$ cat src/rtl/split_assign_driver_if.sv
// Bundle of the solver-side word stream, checker hookup and result channel.
// Every channel uses valid/ready: a transfer happens on a rising edge where both are high.
interface split_assign_driver_if #(
   parameter int VAR_BITS = 368,
   parameter int IN_W     = 32,
   parameter int IDX_W    = 16
);
   logic                s_valid;
   logic                s_ready;
   logic [IN_W-1:0]     s_data;
   logic                s_last;
   logic [VAR_BITS-1:0] var_bus;
   logic                chk_valid;
   logic                chk_x;
   logic                r_valid;
   logic                r_ready;
   logic                r_sat;
   logic                r_err;
   logic [IDX_W-1:0]    r_index;

   modport master (
      output s_valid, s_data, s_last, chk_x, r_ready,
      input  s_ready, var_bus, chk_valid, r_valid, r_sat, r_err, r_index
   );

   modport slave (
      input  s_valid, s_data, s_last, chk_x, r_ready,
      output s_ready, var_bus, chk_valid, r_valid, r_sat, r_err, r_index
   );
endinterface

$ cat src/rtl/split_assign_driver.sv
// Assembles packed candidate assignments from a word stream, presents them to a
// constraint checker for CHECK_LAT+1 cycles and returns a tagged sat/err verdict.
module split_assign_driver #(
   parameter int VAR_BITS  = 368,
   parameter int IN_W      = 32,
   parameter int CHECK_LAT = 0,
   parameter int IDX_W     = 16
) (
   input  logic                   clk,
   input  logic                   rst,
   split_assign_driver_if.slave   bus,
   output logic                   busy,
   output logic [1:0]             dbg_state
);
   localparam int NUM_WORDS = (VAR_BITS + IN_W - 1) / IN_W;
   localparam int CNT_W     = (NUM_WORDS > 1) ? $clog2(NUM_WORDS) : 1;
   localparam int WAIT_W    = (CHECK_LAT > 0) ? $clog2(CHECK_LAT + 1) : 1;
   localparam int STAGE_W   = NUM_WORDS * IN_W;

   typedef enum logic [1:0] {
      LOAD   = 2'd0,
      HOLD   = 2'd1,
      REPORT = 2'd2
   } state_t;

   state_t               state, state_nxt;
   logic [CNT_W-1:0]     count;
   logic [WAIT_W-1:0]    wait_cnt;
   logic [STAGE_W-1:0]   stage, stage_nxt;
   logic [VAR_BITS-1:0]  var_q;
   logic                 sat_q, err_q;
   logic [IDX_W-1:0]     idx_q;
   logic                 xfer, last_slot, close, hold_done, r_fire;

   assign xfer      = bus.s_valid && bus.s_ready;
   assign last_slot = (count == CNT_W'(NUM_WORDS - 1));
   assign close     = xfer && (bus.s_last || last_slot);
   assign hold_done = (wait_cnt == WAIT_W'(CHECK_LAT));
   assign r_fire    = bus.r_valid && bus.r_ready;

   // Staging image including the word arriving this cycle, so the close
   // transfer can copy a complete candidate straight onto var_bus.
   always_comb begin
      stage_nxt = stage;
      for (int k = 0; k < NUM_WORDS; k++) begin
         if (count == CNT_W'(k)) stage_nxt[k*IN_W +: IN_W] = bus.s_data;
      end
   end

   always_comb begin
      state_nxt     = state;
      bus.s_ready   = 1'b0;
      bus.chk_valid = 1'b0;
      bus.r_valid   = 1'b0;
      case (state)
         LOAD: begin
            bus.s_ready = !rst;
            if (close) state_nxt = HOLD;
         end
         HOLD: begin
            bus.chk_valid = 1'b1;
            if (hold_done) state_nxt = REPORT;
         end
         REPORT: begin
            bus.r_valid = 1'b1;
            if (bus.r_ready) state_nxt = LOAD;
         end
         default: state_nxt = LOAD;
      endcase
   end

   always_ff @(posedge clk or posedge rst) begin
      if (rst) begin
         state    <= LOAD;
         count    <= '0;
         wait_cnt <= '0;
         stage    <= '0;
         var_q    <= '0;
         sat_q    <= 1'b0;
         err_q    <= 1'b0;
         idx_q    <= '0;
      end else begin
         state <= state_nxt;
         if (xfer) begin
            if (close) begin
               // Clearing the staging buffer keeps unreceived words of the next candidate zero.
               count <= '0;
               stage <= '0;
               var_q <= stage_nxt[VAR_BITS-1:0];
               err_q <= bus.s_last ^ last_slot;
               sat_q <= 1'b0;
            end else begin
               count <= count + CNT_W'(1);
               stage <= stage_nxt;
            end
         end
         if (state == HOLD) begin
            if (hold_done) begin
               wait_cnt <= '0;
               sat_q    <= bus.chk_x & ~err_q;
            end else begin
               wait_cnt <= wait_cnt + WAIT_W'(1);
            end
         end
         if (r_fire) idx_q <= idx_q + IDX_W'(1);
      end
   end

   assign bus.var_bus = var_q;
   assign bus.r_sat   = sat_q;
   assign bus.r_err   = err_q;
   assign bus.r_index = idx_q;
   assign busy        = (state != LOAD) || (count != '0);
   assign dbg_state   = state;
endmodule

$ cat src/flat_wrapper.sv
// flat-port wrapper written by rule: the top's interface ports become plain ports
module split_assign_driver_flat 
#(
   parameter int VAR_BITS  = 368,
   parameter int IN_W      = 32,
   parameter int CHECK_LAT = 0,
   parameter int IDX_W     = 16
)
  (clk, rst, busy, dbg_state, bus_s_valid, bus_s_data, bus_s_last, bus_chk_x, bus_r_ready, bus_s_ready, bus_var_bus, bus_chk_valid, bus_r_valid, bus_r_sat, bus_r_err, bus_r_index);
  split_assign_driver_if #(.VAR_BITS(VAR_BITS), .IN_W(IN_W), .IDX_W(IDX_W)) bus_i ();
  input  logic clk;
  input  logic rst;
  output logic busy;
  output logic [1:0] dbg_state;
  input wire logic [$bits(bus_i.s_valid)-1:0] bus_s_valid;
  input wire logic [$bits(bus_i.s_data)-1:0] bus_s_data;
  input wire logic [$bits(bus_i.s_last)-1:0] bus_s_last;
  input wire logic [$bits(bus_i.chk_x)-1:0] bus_chk_x;
  input wire logic [$bits(bus_i.r_ready)-1:0] bus_r_ready;
  output wire logic [$bits(bus_i.s_ready)-1:0] bus_s_ready;
  output wire logic [$bits(bus_i.var_bus)-1:0] bus_var_bus;
  output wire logic [$bits(bus_i.chk_valid)-1:0] bus_chk_valid;
  output wire logic [$bits(bus_i.r_valid)-1:0] bus_r_valid;
  output wire logic [$bits(bus_i.r_sat)-1:0] bus_r_sat;
  output wire logic [$bits(bus_i.r_err)-1:0] bus_r_err;
  output wire logic [$bits(bus_i.r_index)-1:0] bus_r_index;
  assign bus_i.s_valid = bus_s_valid;
  assign bus_i.s_data = bus_s_data;
  assign bus_i.s_last = bus_s_last;
  assign bus_i.chk_x = bus_chk_x;
  assign bus_i.r_ready = bus_r_ready;
  assign bus_s_ready = bus_i.s_ready;
  assign bus_var_bus = bus_i.var_bus;
  assign bus_chk_valid = bus_i.chk_valid;
  assign bus_r_valid = bus_i.r_valid;
  assign bus_r_sat = bus_i.r_sat;
  assign bus_r_err = bus_i.r_err;
  assign bus_r_index = bus_i.r_index;
  split_assign_driver #(.VAR_BITS(VAR_BITS), .IN_W(IN_W), .CHECK_LAT(CHECK_LAT), .IDX_W(IDX_W)) u_core (.clk(clk), .rst(rst), .bus(bus_i), .busy(busy), .dbg_state(dbg_state));
endmodule
$ cat config.mk
export PLATFORM = sky130hd
export DESIGN_NAME = split_assign_driver_flat
export DESIGN_NICKNAME = d
export VERILOG_FILES = /design/src/rtl/split_assign_driver_if.sv /design/src/rtl/split_assign_driver.sv /design/src/flat_wrapper.sv
export SDC_FILE = /design/constraint.sdc
export NUM_CORES = 2
export LEC_CHECK = 0
export BUFFER_PORTS_ARGS = -buffer_cell sky130_fd_sc_hd__buf_2
export CAP_MARGIN = 30
export CELL_PAD_IN_SITES_DETAIL_PLACEMENT = 2
export CELL_PAD_IN_SITES_GLOBAL_PLACEMENT = 2
export CORE_MARGIN = 2
export CORE_UTILIZATION = 39
export DETAILED_ROUTE_END_ITERATION = 10
export PLACE_DENSITY_LB_ADDON = 0.1
export SETUP_SLACK_MARGIN = 0.05
export SLEW_MARGIN = 20
export SYNTH_ARGS = -nofsm -noshare
export SYNTH_HDL_FRONTEND = slang
export SYNTH_SLANG_ARGS = --single-unit
$ cat constraint.sdc
create_clock -name clk -period 43.8 [get_ports clk]
set_input_delay 2.19 -clock clk [delete_from_list [all_inputs] [get_ports clk]]
set_output_delay 2.19 -clock clk [all_outputs]
set_load 0.03 [all_outputs]
Word level (Yosys, flattened, before mapping)
Cells that the tools add are included.
W data, S select, Z words.
{"block": "totals", "ff_bits": 761, "inputBits": 38, "out_inout_bits": 392, "word_cells": 68}
{"block": "op_classes", "add_sub_neg": 3, "eq_ne": 16, "n_mux": 26, "bitwise_logic": 3, "reduce_logical": 12}
{"cell": "$mux W368", "count": 1}
{"cell": "$mux W32", "count": 11}
{"cell": "$add A16 B1 Y16 const B", "count": 1}
{"cell": "$eq A4 B3 Y1 const B", "count": 4}
{"cell": "$eq A4 B4 Y1 const B", "count": 4}
{"cell": "$mux W16", "count": 1}
{"cell": "$eq A4 B2 Y1 const B", "count": 2}
{"cell": "$mux W1", "count": 8}
{"cell": "$mux W2", "count": 3}
{"cell": "$pmux W2 S3", "count": 1}
{"cell": "$add A4 B1 Y4 const B", "count": 1}
{"cell": "$eq A4 B1 Y1 const B", "count": 1}
{"cell": "$logic_not A4 Y1", "count": 1}
{"cell": "$mux W4", "count": 1}
{"cell": "$ne A2 B2 Y1 const B", "count": 2}
{"cell": "$reduce_bool A4 Y1", "count": 1}
{"cell": "$logic_and A1 B1 Y1", "count": 3}
{"cell": "$reduce_and A3 Y1", "count": 1}
{"cell": "$eq A2 B1 Y1 const B", "count": 1}
{"cell": "$eq A2 B2 Y1 const B", "count": 1}
{"cell": "$logic_not A2 Y1", "count": 1}
{"cell": "$logic_or A1 B1 Y1", "count": 2}
{"cell": "$ne A2 B1 Y1 const B", "count": 1}
{"cell": "$reduce_and A2 Y1", "count": 1}
{"cell": "6 further kinds", "count": 6}

Depth between registers and ports, before layout
{"block": "logic_depth", "depth_word": 8, "depth_mapped": 11, "mapped_depth_nobuf": 7}

Worst setup path before layout
OpenSTA, ideal clock, no wires.
{"block": "synth_path", "path_kind": "input to output", "from": "input port rst", "to": "output port bus_s_ready", "arrival_time_ps": 2842, "t_required_ps": 41610, "slack_ps": 38768, "path_stages": 1, "path_buffers": 0, "path_cell_list": "nor3_1"}
{"block": "synth_between", "elab_chain_cells": 2}
{"item": "from (decl)", "line": "flat_wrapper.sv:12", "source": "input logic rst;"}
{"item": "$logic_not A1 Y1", "line": "split_assign_driver.sv:57", "source": "bus.s_ready = !rst;"}
{"item": "$mux W1", "line": "split_assign_driver.sv:55", "source": "case (state)"}
{"item": "to (decl)", "line": "flat_wrapper.sv:20", "source": "output wire logic [$bits(bus_i.s_ready)-1:0] bus_s_ready;"}
No other way between the ends.

Worst setup path in the final report
{"block": "layout_path", "from": "input port rst", "to": "register u_core.var_q[75] (netlist: u_core.bus.var_bus[75])"}
{"block": "layout_between", "elab_chain_cells": 5}
{"item": "$logic_not A1 Y1 *", "line": "split_assign_driver.sv:57"}
{"item": "$mux W1 *", "line": "split_assign_driver.sv:55"}
{"item": "$logic_and A1 B1 Y1 *", "line": "split_assign_driver.sv:35", "source": "assign xfer = bus.s_valid && bus.s_ready;"}
{"item": "$logic_and A1 B1 Y1", "line": "split_assign_driver.sv:37", "source": "assign close = xfer && (bus.s_last || last_slot);"}
{"item": "$reduce_and A2 Y1 (no source line) *"}
{"item": "to (signal assigned)", "line": "split_assign_driver.sv:89", "source": "var_q <= stage_nxt[VAR_BITS-1:0];"}
{"item": "to (decl)", "line": "split_assign_driver.sv:30", "source": "logic [VAR_BITS-1:0] var_q;"}
Mark *: on every way between the ends. The rest lies on a longest branch, timed or not.
A chain may end at the register's enable or synchronous reset.

==> impl_summary.txt <==
----------------------------------------------------
[Run status]
  Outcome ... complete, no violations

[Synthesis]
  Number of nets produced by synthesis ... 3675
  Count of mapped cells out of synthesis ... 3631
  Cell type with the highest aggregate area in the netlist ... dfrtp_1
  Unique cell type count in the Yosys netlist ... 40
  Commonest cells in the synthesized netlist ... nand2_1, dfrtp_1, nor2_1, a22o_1, a31oi_1
  Number of flops mapped to enable cells by yosys ... 0
  Top-area cell type share of the netlist area ... 56.4%
  Async SR Flop Fraction ... 100%
  Library cell with the highest instance count after synthesis ... nand2_1
  Number of warnings reported in the yosys synthesis log ... 0
  Largest cells by area after synthesis ... dfrtp_1, nand2_1, a22o_1
  Post-Synthesis Mean Instance Area ... 9.28 um2
  Seq/Total Area, Yosys ... 56.4%
  Dominant synthesized flop cell ... dfrtp_1
  Post-synthesis register bit count ... 760
  Area of the mapped netlist ... 33700 um2

[Cells and area]
  Combined area of the multi-input logic cells ... 13200 um2
  Synth-to-Final Area Change ... 16.9%
  Filler Cells Inserted ... 9186
  Sequential standard cell area ... 19000 um2
  Number of standard cells in the layout, taps in and fillers out ... 5051
  Fraction of final layout cells sized beyond drive strength 1 ... 16.5%
  Layout net count ... 3879

[Worst setup path]
  Critical Path Fanout Max ... 81
  Sort of element at the end of the critical path ... flip-flop
  Worst setup SP type ... primary input
  Arr. time, crit path ... 6930 ps
  Critical path data required time ... 44340 ps
  Path type of the worst setup path ... primary input to flip-flop

[Clocking]
  TritonCTS clock tree ... built
  H-Tree Depth ... 3
  Post-CTS resize count ... 0
  Number of buffers inserted by post-CTS setup repair ... 0
  Total CTS buffers ... 87
  Maximum clock insertion buffer count ... 3
  Buffer type at the clock tree root ... clkbuf_16
  Num Clock Sinks ... 760
  Insertion delay to the later sink of the worst-skew pair ... 640 ps
  Clock transition at the register clock pins on the worst setup and hold paths after CTS ... 60 ps
  Hold_buf cts ... 0

[Floorplan]
  Vertical die dimension ... 298 um
  Area of the core ... 85400 um2
  Num ports ... 430
  Die outline area ... 88800 um2
  Initial standard-cell utilization of the core ... 39.5%
  Std cell rows ... 107
  Overall die width ... 298 um

[GRT]
  Largest net degree at the start of global routing ... 255
  Overall overflow remaining after global route ... 0
  Via count of the first global-routing pass ... 32834
  Wire length of the first global-routing pass ... 209000 um
  Overall Global Routing Usage ... 30.5%
  Initial antenna violation count ... 1

[Route]
  Highest signal layer in the routed design ... met4
  Detail Route Antenna Nets ... 0
  DR vias/cell ... 5.85
  Met3 wire len ... 6820 um
  Total via count after detailed routing ... 29533
  Wire length on met1 ... 57900 um
  Routed len/inst ... 27.1 um
  Post-route DRC violation count ... 0
  Sum of routed wire length over all layers ... 137000 um
  Drt first pass iters ... 5
  Starting DRT DRC Count ... 1860
  Routed length on met2 ... 68500 um

[Timing]
  Final min period ... 6400 ps
  Total Negative Setup Slacks ... 0 ps
  Number of max-slew violations in the final report ... 0
  Setup repair after global routing missed its margin ... false
  Maximum achievable frequency ... 156 MHz
  Actual slew at the worst max-slew pin ... 1170 ps
  Worst path setup slack after routing ... 37400 ps
  # setup viols final ... 0
  Slew HR ... 22.2%
  Hold violation count in the final report ... 0
  Fraction of the cycle the final worst path needs ... 14.6%
  Fin Clk Skew ... 15.3 ps

[Min path]
  Hold WC Path Type ... flip-flop to flip-flop

[Power and ir drop]
  Comb pwr share ... 32.4%
  Cell leakage power ... 17.9 nW
  Sequential cell fraction of total power ... 39.6%
  Switching power of the nets ... 1.07 mW
  Largest voltage drop on the vdd net ... 0.0000353 V
  Sum of internal, switching and leakage power ... 2.67 mW
  Internal cell power ... 1.60 mW
  Clock Power Share ... 28.0%
  Fraction of power spent switching nets ... 40.2%
  Power density over the cells ... 67.8 nW/um2

[Placement]
  Number of placed instances, taps included ... 4882
  Post-detailed-placement half-perimeter wirelength ... 81100 um
  Number of port buffers ... 429
  Placer's final routability congestion estimate ... 0.821
  Dpl ws ... 36630 ps

[Run]
  Total of max-cap violations ... 0

----------------------------------------------------
-- worst max-delay path, stage by stage --
cell and delay, ps:
buf_2 160, or4b_4 690, buf_16 290, nor2_8 720, buf_4 810, buf_4 600, buf_12 310, buf_4 660
nor2_1 130, a31oi_1 210
-- flip-flops by register name, summed over array words and instances (netlist names) --
| register | cells |
|---|---|
| u_core.bus.r_sat | 1 |
| u_core.bus.r_index | 16 |
| u_core.dbg_state | 2 |
| u_core.bus.var_bus | 368 |
| u_core.count | 4 |
| u_core.bus.r_err | 1 |
| u_core.stage | 368 |
-- per-stage QoR --
stage / hold WS [ps] / area (um2) / utilization (%)
after floorplan: 448 / 33700 / -
after global placement: 460 / 36100 / 42.3
after detailed placement: 463 / 36300 / 42.5
after CTS: 475 / 39200 / 45.9
after global routing: 516 / 39400 / 46.1
final: 468 / 39400 / 46.1
-- placed cells by master (no fill, tap or decap), drive strengths merged, types with 2 or more instances in the layout --
master    netlist  routed
xor2            4       4
and3b           5       5
nor2          376     376
a22o          320     320
ha              6       6
o21ai          54      54
o31ai          11      11
mux2i          77      77
nor4            2       2
nand3b          9       9
a21oi          82      82
nand2b          2       2
and3            3       3
or2             3       3
nand2         929     929
dfrtp         760     760
inv            10      13
a21o            4       4
nand3         285     285
or3b            4       4
mux2            2       2
clkinvlp        0       3
nor3b           4       4
xnor2          11      11
clkbuf        272     140
nand4           3       3
nor3            2       2
clkinv          0      12
bufinv          0       3
buf            97     483
a31oi         288     288
-- power groups by stage --
stage | logic [mW] | registers [mW] | clock network (mW)
5_1_grt | 0.938 | 1.08 | 0.790
3_3_place_gp | 0.821 | 1.05 | 0
2_1_floorplan | 0.342 | 1.25 | 0
6_report | 0.866 | 1.06 | 0.748
4_1_cts | 0.873 | 1.06 | 0.760
3_5_place_dp | 0.865 | 1.06 | 0
-- kinds of logic after synthesis --
logic type | Yosys count | share of synthesized area, %
AO/OA/AOI/OAI | 761 | 16.1
XOR/XNOR | 15 | 0.390
adder cells (fa/ha/maj) | 6 | 0.223
buffers and inverters | 379 | 4.69
flip-flops | 760 | 56.4
multiplexers | 79 | 2.35
AND/OR/NAND/NOR | 1631 | 19.8
-- routing by layer --
metal / global-route usage (%) / vias up
met5: 0 / -
met4: 8.70 / 0
met3: 4.80 / 179
met2: 52.9 / 700
met1: 39.3 / 15755
li1: - / 12899
-- final cells by class --
class                           instances  area share (%)
Clock inverter                         21           0.505
Clock buffer                          139            6.87
Inverter                               10           0.114
Timing Repair Buffer                  484            7.19
Antenna cell                            1         0.00635
Tap cell                             1144            3.63
Sequential cell                       760            48.3
Multi-Input combinational cell       2492            33.4
-- worst paths after layout --
kind / startpoint / to / slack (ps) / depth (start not counted)
worst max-delay path: rst / u_core.bus.var_bus[75] / 37400 / 10
max in group asynchronous: rst / u_core.stage[97] / 38720 / 8
worst min-delay path: u_core.bus.r_index[15] / u_core.bus.r_index[15] / 470 / 1
worst min register to register: u_core.bus.r_index[15] / u_core.bus.r_index[15] / 470 / 1
min in group asynchronous: rst / u_core.bus.r_sat / 1700 / 2
worst max register to register: u_core.count[3] / u_core.bus.var_bus[75] / 38270 / 10
Note: power is estimated with default switching activity, not from simulation.
